[config.mk]
export PLATFORM = sky130hd
export DESIGN_NAME = excp_ctrl
export DESIGN_NICKNAME = d
export VERILOG_FILES = /design/src/rtl/excp_pkg.sv /design/src/rtl/excp_irq_arb.sv /design/src/rtl/excp_ctrl.sv
export SDC_FILE = /design/constraint.sdc
export NUM_CORES = 1
export LEC_CHECK = 0
export CAP_MARGIN = 20
export CORE_MARGIN = 2
export CORE_UTILIZATION = 33
export DETAILED_ROUTE_END_ITERATION = 8
export PLACE_DENSITY_LB_ADDON = 0.2
export SETUP_SLACK_MARGIN = 0.3
export SLEW_MARGIN = 20
export SYNTH_ARGS = -nofsm -noshare
export SYNTH_HDL_FRONTEND = slang
export SYNTH_HIERARCHICAL = 1
export SYNTH_SLANG_ARGS = --single-unit
[constraint.sdc]
create_clock -name clk -period 3.25 [get_ports clk]
set_input_delay 0.65 -clock clk [delete_from_list [all_inputs] [get_ports clk]]
set_output_delay 0.65 -clock clk [all_outputs]
set_load 0.05 [all_outputs]
[src/rtl/excp_pkg.sv]
// Shared trap-controller types: cause codes, FSM encoding, mcause layout.
package excp_pkg;

  localparam logic [4:0] EXC_IFU_MISALGN = 5'd0;
  localparam logic [4:0] EXC_ILEGL       = 5'd2;
  localparam logic [4:0] EXC_EBREAK      = 5'd3;
  localparam logic [4:0] EXC_LD_MISALGN  = 5'd4;
  localparam logic [4:0] EXC_ST_MISALGN  = 5'd6;
  localparam logic [4:0] EXC_ECALL       = 5'd11;

  localparam logic [4:0] IRQ_MSI      = 5'd3;
  localparam logic [4:0] IRQ_MTI      = 5'd7;
  localparam logic [4:0] IRQ_MEI      = 5'd11;
  localparam int         IRQ_LCL_BASE = 16;

  typedef enum logic [1:0] {
    S_IDLE = 2'd0,
    S_REQ  = 2'd1,
    S_CMT  = 2'd2
  } excp_state_e;

  function automatic int irq_bit(input int xlen);
    return xlen - 1;
  endfunction

endpackage

[src/rtl/excp_irq_arb.sv]
// Fixed-priority arbiter: MEI, MSI, MTI, then local lines low to high.
module excp_irq_arb
  import excp_pkg::*;
#(
  parameter int N = 7
) (
  input  logic [N-1:0] req,
  output logic         valid,
  output logic [4:0]   code
);

  function automatic logic [4:0] idx_code(input int i);
    if (i == 0) return IRQ_MEI;
    if (i == 1) return IRQ_MSI;
    if (i == 2) return IRQ_MTI;
    return 5'(IRQ_LCL_BASE + i - 3);
  endfunction

  // Scan downward so the lowest index wins.
  always_comb begin
    valid = 1'b0;
    code  = '0;
    for (int i = N - 1; i >= 0; i--) begin
      if (req[i]) begin
        valid = 1'b1;
        code  = idx_code(i);
      end
    end
  end

endmodule

[src/rtl/excp_ctrl.sv]
// Trap controller: picks exception/interrupt, runs flush handshake,
// then pulses CSR commit strobes with the latched trap data.
module excp_ctrl
  import excp_pkg::*;
#(
  parameter int XLEN        = 32,
  parameter int LIRQ_NUM    = 4,
  parameter bit VECTORED_EN = 1'b1
) (
  input  logic                clk,
  input  logic                rst,
  input  logic                alu_excp_i_valid,
  output logic                alu_excp_i_ready,
  input  logic [XLEN-1:0]     alu_excp_i_pc,
  input  logic [31:0]         alu_excp_i_instr,
  input  logic [XLEN-1:0]     alu_excp_i_badaddr,
  input  logic                alu_excp_i_ifu_misalgn,
  input  logic                alu_excp_i_ilegl,
  input  logic                alu_excp_i_ebreak,
  input  logic                alu_excp_i_ecall,
  input  logic                alu_excp_i_ld_misalgn,
  input  logic                alu_excp_i_st_misalgn,
  input  logic                ext_irq_r,
  input  logic                sft_irq_r,
  input  logic                tmr_irq_r,
  input  logic [LIRQ_NUM-1:0] lcl_irq_r,
  input  logic                meie_r,
  input  logic                msie_r,
  input  logic                mtie_r,
  input  logic [LIRQ_NUM-1:0] lcl_ie_r,
  input  logic                status_mie_r,
  input  logic [XLEN-1:0]     csr_mtvec_r,
  output logic                excpirq_flush_req,
  input  logic                excpirq_flush_ack,
  output logic [XLEN-1:0]     excpirq_flush_pc,
  output logic [XLEN-1:0]     cmt_epc,
  output logic [XLEN-1:0]     cmt_badaddr,
  output logic [XLEN-1:0]     cmt_cause,
  output logic                cmt_epc_ena,
  output logic                cmt_badaddr_ena,
  output logic                cmt_cause_ena,
  output logic                cmt_status_ena,
  output logic                excp_active
);

  localparam int NREQ = 3 + LIRQ_NUM;

  excp_state_e     state;
  logic            cmt_ena;
  logic [XLEN-1:0] epc_q, cause_q, tval_q;

  logic [NREQ-1:0] irq_req;
  logic            irq_take;
  logic [4:0]      irq_code;

  assign irq_req = {lcl_irq_r & lcl_ie_r,
                    tmr_irq_r & mtie_r,
                    sft_irq_r & msie_r,
                    ext_irq_r & meie_r} & {NREQ{status_mie_r}};

  excp_irq_arb #(.N(NREQ)) u_arb (
    .req   (irq_req),
    .valid (irq_take),
    .code  (irq_code)
  );

  logic            exc_any;
  logic [4:0]      exc_code;
  logic [XLEN-1:0] exc_tval;

  assign exc_any = alu_excp_i_ifu_misalgn | alu_excp_i_ilegl
                 | alu_excp_i_ebreak | alu_excp_i_ecall
                 | alu_excp_i_ld_misalgn | alu_excp_i_st_misalgn;

  always_comb begin
    exc_code = '0;
    exc_tval = '0;
    priority case (1'b1)
      alu_excp_i_ifu_misalgn: begin
        exc_code = EXC_IFU_MISALGN;
        exc_tval = alu_excp_i_badaddr;
      end
      alu_excp_i_ilegl: begin
        exc_code = EXC_ILEGL;
        exc_tval = XLEN'(alu_excp_i_instr);
      end
      alu_excp_i_ebreak: begin
        exc_code = EXC_EBREAK;
        exc_tval = alu_excp_i_pc;
      end
      alu_excp_i_ecall: exc_code = EXC_ECALL;
      alu_excp_i_ld_misalgn: begin
        exc_code = EXC_LD_MISALGN;
        exc_tval = alu_excp_i_badaddr;
      end
      alu_excp_i_st_misalgn: begin
        exc_code = EXC_ST_MISALGN;
        exc_tval = alu_excp_i_badaddr;
      end
      default: ;
    endcase
  end

  logic [XLEN-1:0] cause_n, base, vec_off, target_n;
  logic            use_vec, trap;

  always_comb begin
    cause_n      = '0;
    cause_n[4:0] = exc_any ? exc_code : irq_code;
    if (!exc_any) cause_n[irq_bit(XLEN)] = 1'b1;
    vec_off      = '0;
    vec_off[6:2] = irq_code;
  end

  assign base     = {csr_mtvec_r[XLEN-1:2], 2'b00};
  assign use_vec  = VECTORED_EN && !exc_any
                 && (csr_mtvec_r[1:0] == 2'b01);
  assign target_n = use_vec ? base + vec_off : base;
  assign trap     = (state == S_IDLE) && alu_excp_i_valid
                 && (exc_any || irq_take);

  always_ff @(posedge clk) begin
    if (rst) begin
      state            <= S_IDLE;
      cmt_ena          <= 1'b0;
      epc_q            <= '0;
      cause_q          <= '0;
      tval_q           <= '0;
      excpirq_flush_pc <= '0;
      cmt_epc          <= '0;
      cmt_badaddr      <= '0;
      cmt_cause        <= '0;
    end else begin
      cmt_ena <= 1'b0;
      unique case (state)
        S_IDLE: begin
          if (trap) begin
            state            <= S_REQ;
            epc_q            <= alu_excp_i_pc;
            cause_q          <= cause_n;
            tval_q           <= exc_any ? exc_tval : '0;
            excpirq_flush_pc <= target_n;
          end
        end
        S_REQ: begin
          if (excpirq_flush_ack) begin
            state       <= S_CMT;
            cmt_ena     <= 1'b1;
            cmt_epc     <= epc_q;
            cmt_badaddr <= tval_q;
            cmt_cause   <= cause_q;
          end
        end
        S_CMT:   state <= S_IDLE;
        default: state <= S_IDLE;
      endcase
    end
  end

  assign alu_excp_i_ready  = (state == S_IDLE);
  assign excp_active       = (state != S_IDLE);
  assign excpirq_flush_req = (state == S_REQ);
  assign cmt_epc_ena       = cmt_ena;
  assign cmt_badaddr_ena   = cmt_ena;
  assign cmt_cause_ena     = cmt_ena;
  assign cmt_status_ena    = cmt_ena;

endmodule

==> run metrics, run 1 <==
Post-synth EDFFs 0; Iter 0 DRT Violations 411; clk_lat worst skew 430 ps; final WL 26.2 mm; WL/cell 16.0 um; post-route ant nets 0; GR Overflow Total 0; hold violation count in the final report 0; worst hold margin 446 ps; combinational fraction of design power 0.209; initial antenna violation count 1; CP Max Fanout 6; commonest non-fill, non-tap cells in the layout nand2_1 (288), clkdlybuf4s50_1 (251), a21oi_1 (177); H-Tree Depth 4; vias 7,986; TNS Setup 0 ps; CP required 3600 ps; Worst Hold Class reg -> reg; drt first pass iters 5; pwr dens 469 nW/um2; Die Span Y 159 um; num rows 56; clock root buffer clkbuf_16; unrepaired setup endpoints after global routing yes; stages on the worst setup path 11; ys async rst share 0; Post-Place Setup Slack -329 ps; first-pass GRT wire length 40.9 mm; GPL Wtd Cong 0.817; reg2reg setup slack 1480 ps; Post-DP Area 11,000 um2; Worst Tran Pin Value 682 ps; GRT Resource Usage Total 0.202; syn_area_per_cell 7.55 um2; crit-path cells clkdlybuf4s50_1 -> and3_2 -> nor2_1 -> o31ai_4 -> buf_4 -> fa_2 -> a211oi_2 -> o21bai_2 -> nand4_1 -> or3_1 -> a311oi_2; Clock transition at path regs 70 ps; # nets final 1,461; Layout Skew 8.15 ps; Int Power 3860 uW; Vias/cell 4.89; clock buffer depth 2; # fillers 2,306; Max transition margin 0.546; Post-Syn Area 7970 um2; cell area after layout 11,700 um2; Yosys cell types 43; fin worst setup slack 414 ps; delay-heaviest family, CP simple AND/OR/NAND/NOR gates; MaxCap Viol Count 0; fraction of layout cells with a size suffix above 1 0.0882; WS Path Type in -> reg; Starting Density 0.337; TritonCTS Buffers 17; total power 5510 uW; P&R area growth vs syn 47.3%; peak supply drop 237 uV; leakage power 0.00422 uW; min Tclk post-route 2840 ps; Sequential Power Share 0.412; #FFs+latches synth 173; port buffer count 259; fmax 0.353 GHz; Top FF cell, synth dfxtp_1; crit path DAT 3180 ps; Max Slew Vio Count 0; vias in the first global route 7,454; drc violations 0; CP max stage delay 450 ps; post-synthesis sequential area ratio 0.435; synthesized instance count 1,055; core area 23,600 um2; Inserted Diodes 0; outcome complete, no violations; Register-to-Register Path Depth 7; commonest non-fill, non-tap cell in the layout nand2_1; CP startpoint kind input port; sw power 1650 uW; largest net degree at the start of global routing 95; hold path depth 2; CTS tree yes; # setup viols final 0; Sw Share 0.300; Die Area 25,400 um2; Critical Path End Type flop; clock network power share 0.378; Top Ports 288; Buf/Inv on CP 2; Detailed Place HPWL 18.6 mm; Period Utilization, post-route 0.872; die width 159 um; Synth Warn # 6; clk sinks 173; slowest CP cell clkdlybuf4s50_1
-- power by group through the flow --
stage | Combinational, uW | Sequential, uW | Clock, uW
finish | 1150 | 2270 | 2080
global route | 1240 | 2280 | 2230
CTS | 1130 | 2270 | 2140
detailed placement | 1120 | 2320 | 0
global placement | 1120 | 2320 | 0
floorplan | 498 | 2460 | 0
-- worst register-to-register path, cell delays in order, from the launching register on --
cell and delay, ps:
dfxtp_1 330, nor3b_1 210, buf_4 190, o31ai_4 90, buf_12 200, or3_1 330, or3_1 300, nand3_1 80
-- per-layer routing --
metal / global-route usage / routed length [um] / vias up
met2: 0.311 / 11600 / 272
li1: - / - / 4032
met4: 0.0612 / 425 / 2
met1: 0.282 / 12700 / 3651
met5: 0 / 13 / -
met3: 0.0448 / 1460 / 29
-- cell usage after synthesis (4+ instances only) --
cell	instances	area, um2
or3_1	13	81.3
and3_1	11	68.8
a311oi_1	14	123
ha_1	5	62.6
nand2_1	289	1080
o31ai_1	4	30.0
a21oi_1	178	891
nand3b_1	33	248
a211oi_1	15	113
inv_1	5	18.8
dfxtp_1	173	3460
and4_1	4	35.0
o211ai_1	4	30.0
nor3_1	5	25.0
nand4_1	16	100
xor2_1	10	87.6
nor2b_1	34	213
clkbuf_1	73	274
o21ai_0	48	240
nor4_1	4	25.0
nor2_1	39	146
buf_4	32	240
nor3b_1	5	37.5
nand3_1	9	45.0
-- registers in the layout, summed over array words and instances, names as in the netlist --
signal	count
cmt_badaddr	32
cmt_cause	6
cmt_epc	32
epc_q	32
cmt_badaddr_ena	1
tval_q	32
state	2
excpirq_flush_pc	30
cause_q	6
-- layout make-up --
cell class,instances,area (um2),share of cell area
Multi-Input combinational cell,795,4170,0.355
Sequential cell,173,3460,0.295
Timing Repair Buffer,310,3090,0.263
Clock buffer,18,429,0.0366
Tap cell,319,399,0.0340
Clock inverter,14,169,0.0144
Inverter,5,18.8,0.00160
-- final timing paths --
path / startpoint / endpoint
min: epc_q[5] / cmt_epc[5]
min reg2reg: epc_q[5] / cmt_epc[5]
max: lcl_ie_r[3] / excpirq_flush_pc[26]
max reg2reg: state[1] / excpirq_flush_pc[29]
-- cell families (layout without fill, tap and decap cells) --
logic type               count (synthesis)  count (layout)  synth area share
AO/OA/AOI/OAI                          272             272             0.189
XOR/XNOR                                11              11            0.0121
adder cells (fa/ha/maj)                  6               6            0.0104
buffers and inverters                  114             347            0.0702
flip-flops                             173             173             0.435
multiplexers                             1               1           0.00126
other                                    1              28          0.000471
AND/OR/NAND/NOR                        477             477             0.282
-- stage by stage --
stage / cells / util
3_5_place_dp: 1596 / 0.465
2_1_floorplan: 1082 / -
4_1_cts: 1629 / 0.492
6_report: 1634 / 0.497
5_1_grt: 1634 / 0.497
3_3_place_gp: 1596 / 0.465
-- timing repair --
item / in CTS / in global routing
setup buffers: 1 / 5
pin swaps: 4 / 18
hold buffers: 0 / 0
endpoints found under the setup margin: 23 / 23
gates resized for setup: 7 / 25
Power figures use the tool's default switching activity.
==> run 2: changes to the inputs <==
--- a/config.mk
+++ b/config.mk
@@ -10,2 +10,3 @@
 export CORE_UTILIZATION = 33
+export CTS_CLUSTER_SIZE = 8
 export DETAILED_ROUTE_END_ITERATION = 8
==> constraint.sdc (replaced) <==
create_clock -name clk -period 3.25 [get_ports clk]
set_input_delay 0.4875 -clock clk [delete_from_list [all_inputs] [get_ports clk]]
set_output_delay 0.4875 -clock clk [all_outputs]
set_load 0.05 [all_outputs]
==> run 2 against run 1 <==
Net effect:
- non-clock buffer count is 10 lower
- clock skew rose by 1.6 ps
- worst setup slack gained 22 ps
- sequential share of layout area rose by 0.28 points
- sequential power is essentially flat
- register-to-register slack got worse by 180 ps
- power increased by 1.5%
- routed wire length fell by 0.14%
- maximum frequency up 0.79%
- flip-flop and latch count is the same
- via count shrank 0.89%
- global-route usage hardly changed
==> run metrics, run 2 (synthesized netlist as in run 1, its figures left out) <==
commonest non-fill, non-tap cells in the layout nand2_1 (288), clkdlybuf4s50_1 (254), a21oi_1 (178); Iter 0 DRT Violations 411 (unchanged); fmax 0.355 GHz (+0.79%); Top Ports 288 (unchanged); clock root buffer clkbuf_16; CTS tree yes; clk sinks 173 (unchanged); CP max stage delay 390 ps (-60 ps); most used cell, CP buf_4; Buf/Inv on CP 4 (+2); post-route ant nets 0 (unchanged); unrepaired setup endpoints after global routing no; first-pass GRT wire length 40.9 mm (-0.15%); stages on the worst setup path 13 (+2); Worst Tran Pin Value 842 ps (+160 ps); TritonCTS Buffers 17 (unchanged); vias in the first global route 7,309 (-1.9%); cell area after layout 11,600 um2 (-0.94%); Critical Path End Type flop; Max Slew Vio Count 0 (unchanged); Worst Hold Class reg -> reg; Register-to-Register Path Depth 6 (-1); port buffer count 259 (unchanged); P&R area growth vs syn 46.0%; Layout Skew 9.75 ps (+1.60 ps); Period Utilization, post-route 0.866 (-0.00681); drc violations 0 (unchanged); clock buffer depth 2 (unchanged); Starting Density 0.337 (unchanged); WL/cell 16.1 um (+0.35%); core area 23,600 um2 (unchanged); outcome complete, no violations; CP startpoint kind input port; Detailed Place HPWL 18.3 mm (-1.4%); vias 7,915 (-0.89%); final core utilization 0.493 (-0.00466); Post-DP Area 10,900 um2 (-0.75%); Vias/cell 4.87 (-0.40%); slowest CP cell clkdlybuf4s50_1; peak supply drop 273 uV (+15%); min Tclk post-route 2810 ps (-22.1 ps); clk_lat worst skew 430 ps (about the same); final WL 26.2 mm (-0.14%); GRT Resource Usage Total 0.202 (+0.000288); CP required 3590 ps (about the same); leakage power 0.00415 uW (-1.7%); commonest non-fill, non-tap cell in the layout nand2_1; largest net degree at the start of global routing 93 (-2.1%); H-Tree Depth 4 (unchanged); hold violation count in the final report 0 (unchanged); die width 159 um (unchanged); Clock transition at path regs 70 ps (about the same); crit path DAT 3150 ps (-30 ps); Die Area 25,400 um2 (unchanged); pwr dens 481 nW/um2 (+2.5%); num rows 56 (unchanged); hold path depth 2 (unchanged); GR Overflow Total 0 (unchanged); # setup viols final 0 (unchanged); drt first pass iters 5 (unchanged); fraction of layout cells with a size suffix above 1 0.0751 (-0.0131); WS Path Type in -> reg; delay-heaviest family, CP compound AO/OA/AOI/OAI gates; MaxCap Viol Count 0 (unchanged); GPL Wtd Cong 0.828 (+1.3%); crit-path cells clkdlybuf4s50_1 -> and3_1 -> nor3_4 -> o21ai_2 -> ha_1 -> buf_4 -> a211oi_1 -> o21ai_1 -> buf_4 -> nand4_1 -> buf_4 -> o21ai_0 -> a311oi_1; CP Max Fanout 6 (unchanged); Max transition margin 0.437 (-0.109); # nets final 1,451 (-0.68%); initial antenna violation count 1 (unchanged); Die Span Y 159 um (unchanged)
## run 2: cell types whose count changed in the layout (fill, tap and decap cells not counted), moves of 3 or more
| cell | previous run | this run |
|---|---|---|
| buf_4 | 41 | 35 |
| and3_1 | 5 | 9 |
| and3_4 | 4 | 1 |
| clkdlybuf4s50_1 | 251 | 254 |
| dlymetal6s2s_1 | 4 | 1 |
| inv_8 | 3 | 0 |
## run 2: metal layers
layer / share of wire / global-route usage / vias up
met2: 0.44 / 0.305 / 266
met4: 0.022 / 0.0711 / 0
met1: 0.48 / 0.287 / 3610
met5: 0 / 0 / -
li1: - / - / 4005
met3: 0.062 / 0.0406 / 34
## run 2: worst paths after layout
| kind | from | to | slack (ps) |
|---|---|---|---|
| setup / recovery | ext_irq_r | excpirq_flush_pc[19] | 440 |
| hold / removal | epc_q[19] | cmt_epc[19] | 450 |
| setup reg to reg | state[1] | excpirq_flush_pc[19] | 1300 |
| hold reg to reg | epc_q[19] | cmt_epc[19] | 450 |
## run 2: final cells by class
cell class	instances	area (um2)
well taps	319	399
multi-input cells	795	4140
inverters	5	18.8
fillers	2413	12000
clock inverters	14	204
clock buffers	18	429
diodes	2	5.00
flip-flops and latches	173	3460
repair buffers	300	2970
## run 2: timing repair
item,in CTS,in global routing
gates resized for setup,1,16
setup buffers,0,2
endpoints found under the setup margin,8,22
pin swaps,0,6
hold buffers,0,0
## run 2: where the power goes
part / internal, uW / switching (uW) / leakage, uW / total [uW]
Combinational: 447 / 669 / 0.00244 / 1120
Clock: 1300 / 903 / 0.000299 / 2210
Sequential: 2220 / 50.5 / 0.00141 / 2270
## run 2: worst reg2reg max path, cell delays in order, from the launching register on
cell,delay [ps]
dfxtp_1,320
nor3b_1,320
buf_4,220
o31a_2,390
buf_4,310
nor2_1,70
a311oi_1,250
## run 2: through the flow
stage	hold WS, ps	instances	power [uW]	setup slack (ps)	setup TNS [ps]
after CTS	433	1622	5630	300	0
after global placement	436	1590	3410	-107	-942
final	446	1626	5590	437	0
after floorplan	432	1082	2960	424	0
after detailed placement	442	1590	3420	-213	-3050
after global routing	458	1625	5820	298	0
==> run 3: changes to the inputs <==
- SKIP_LAST_GASP: unset -> 1
==> results of run 3 <==
Same layout as run 2: the final DEF is identical, and so are final timing and power.
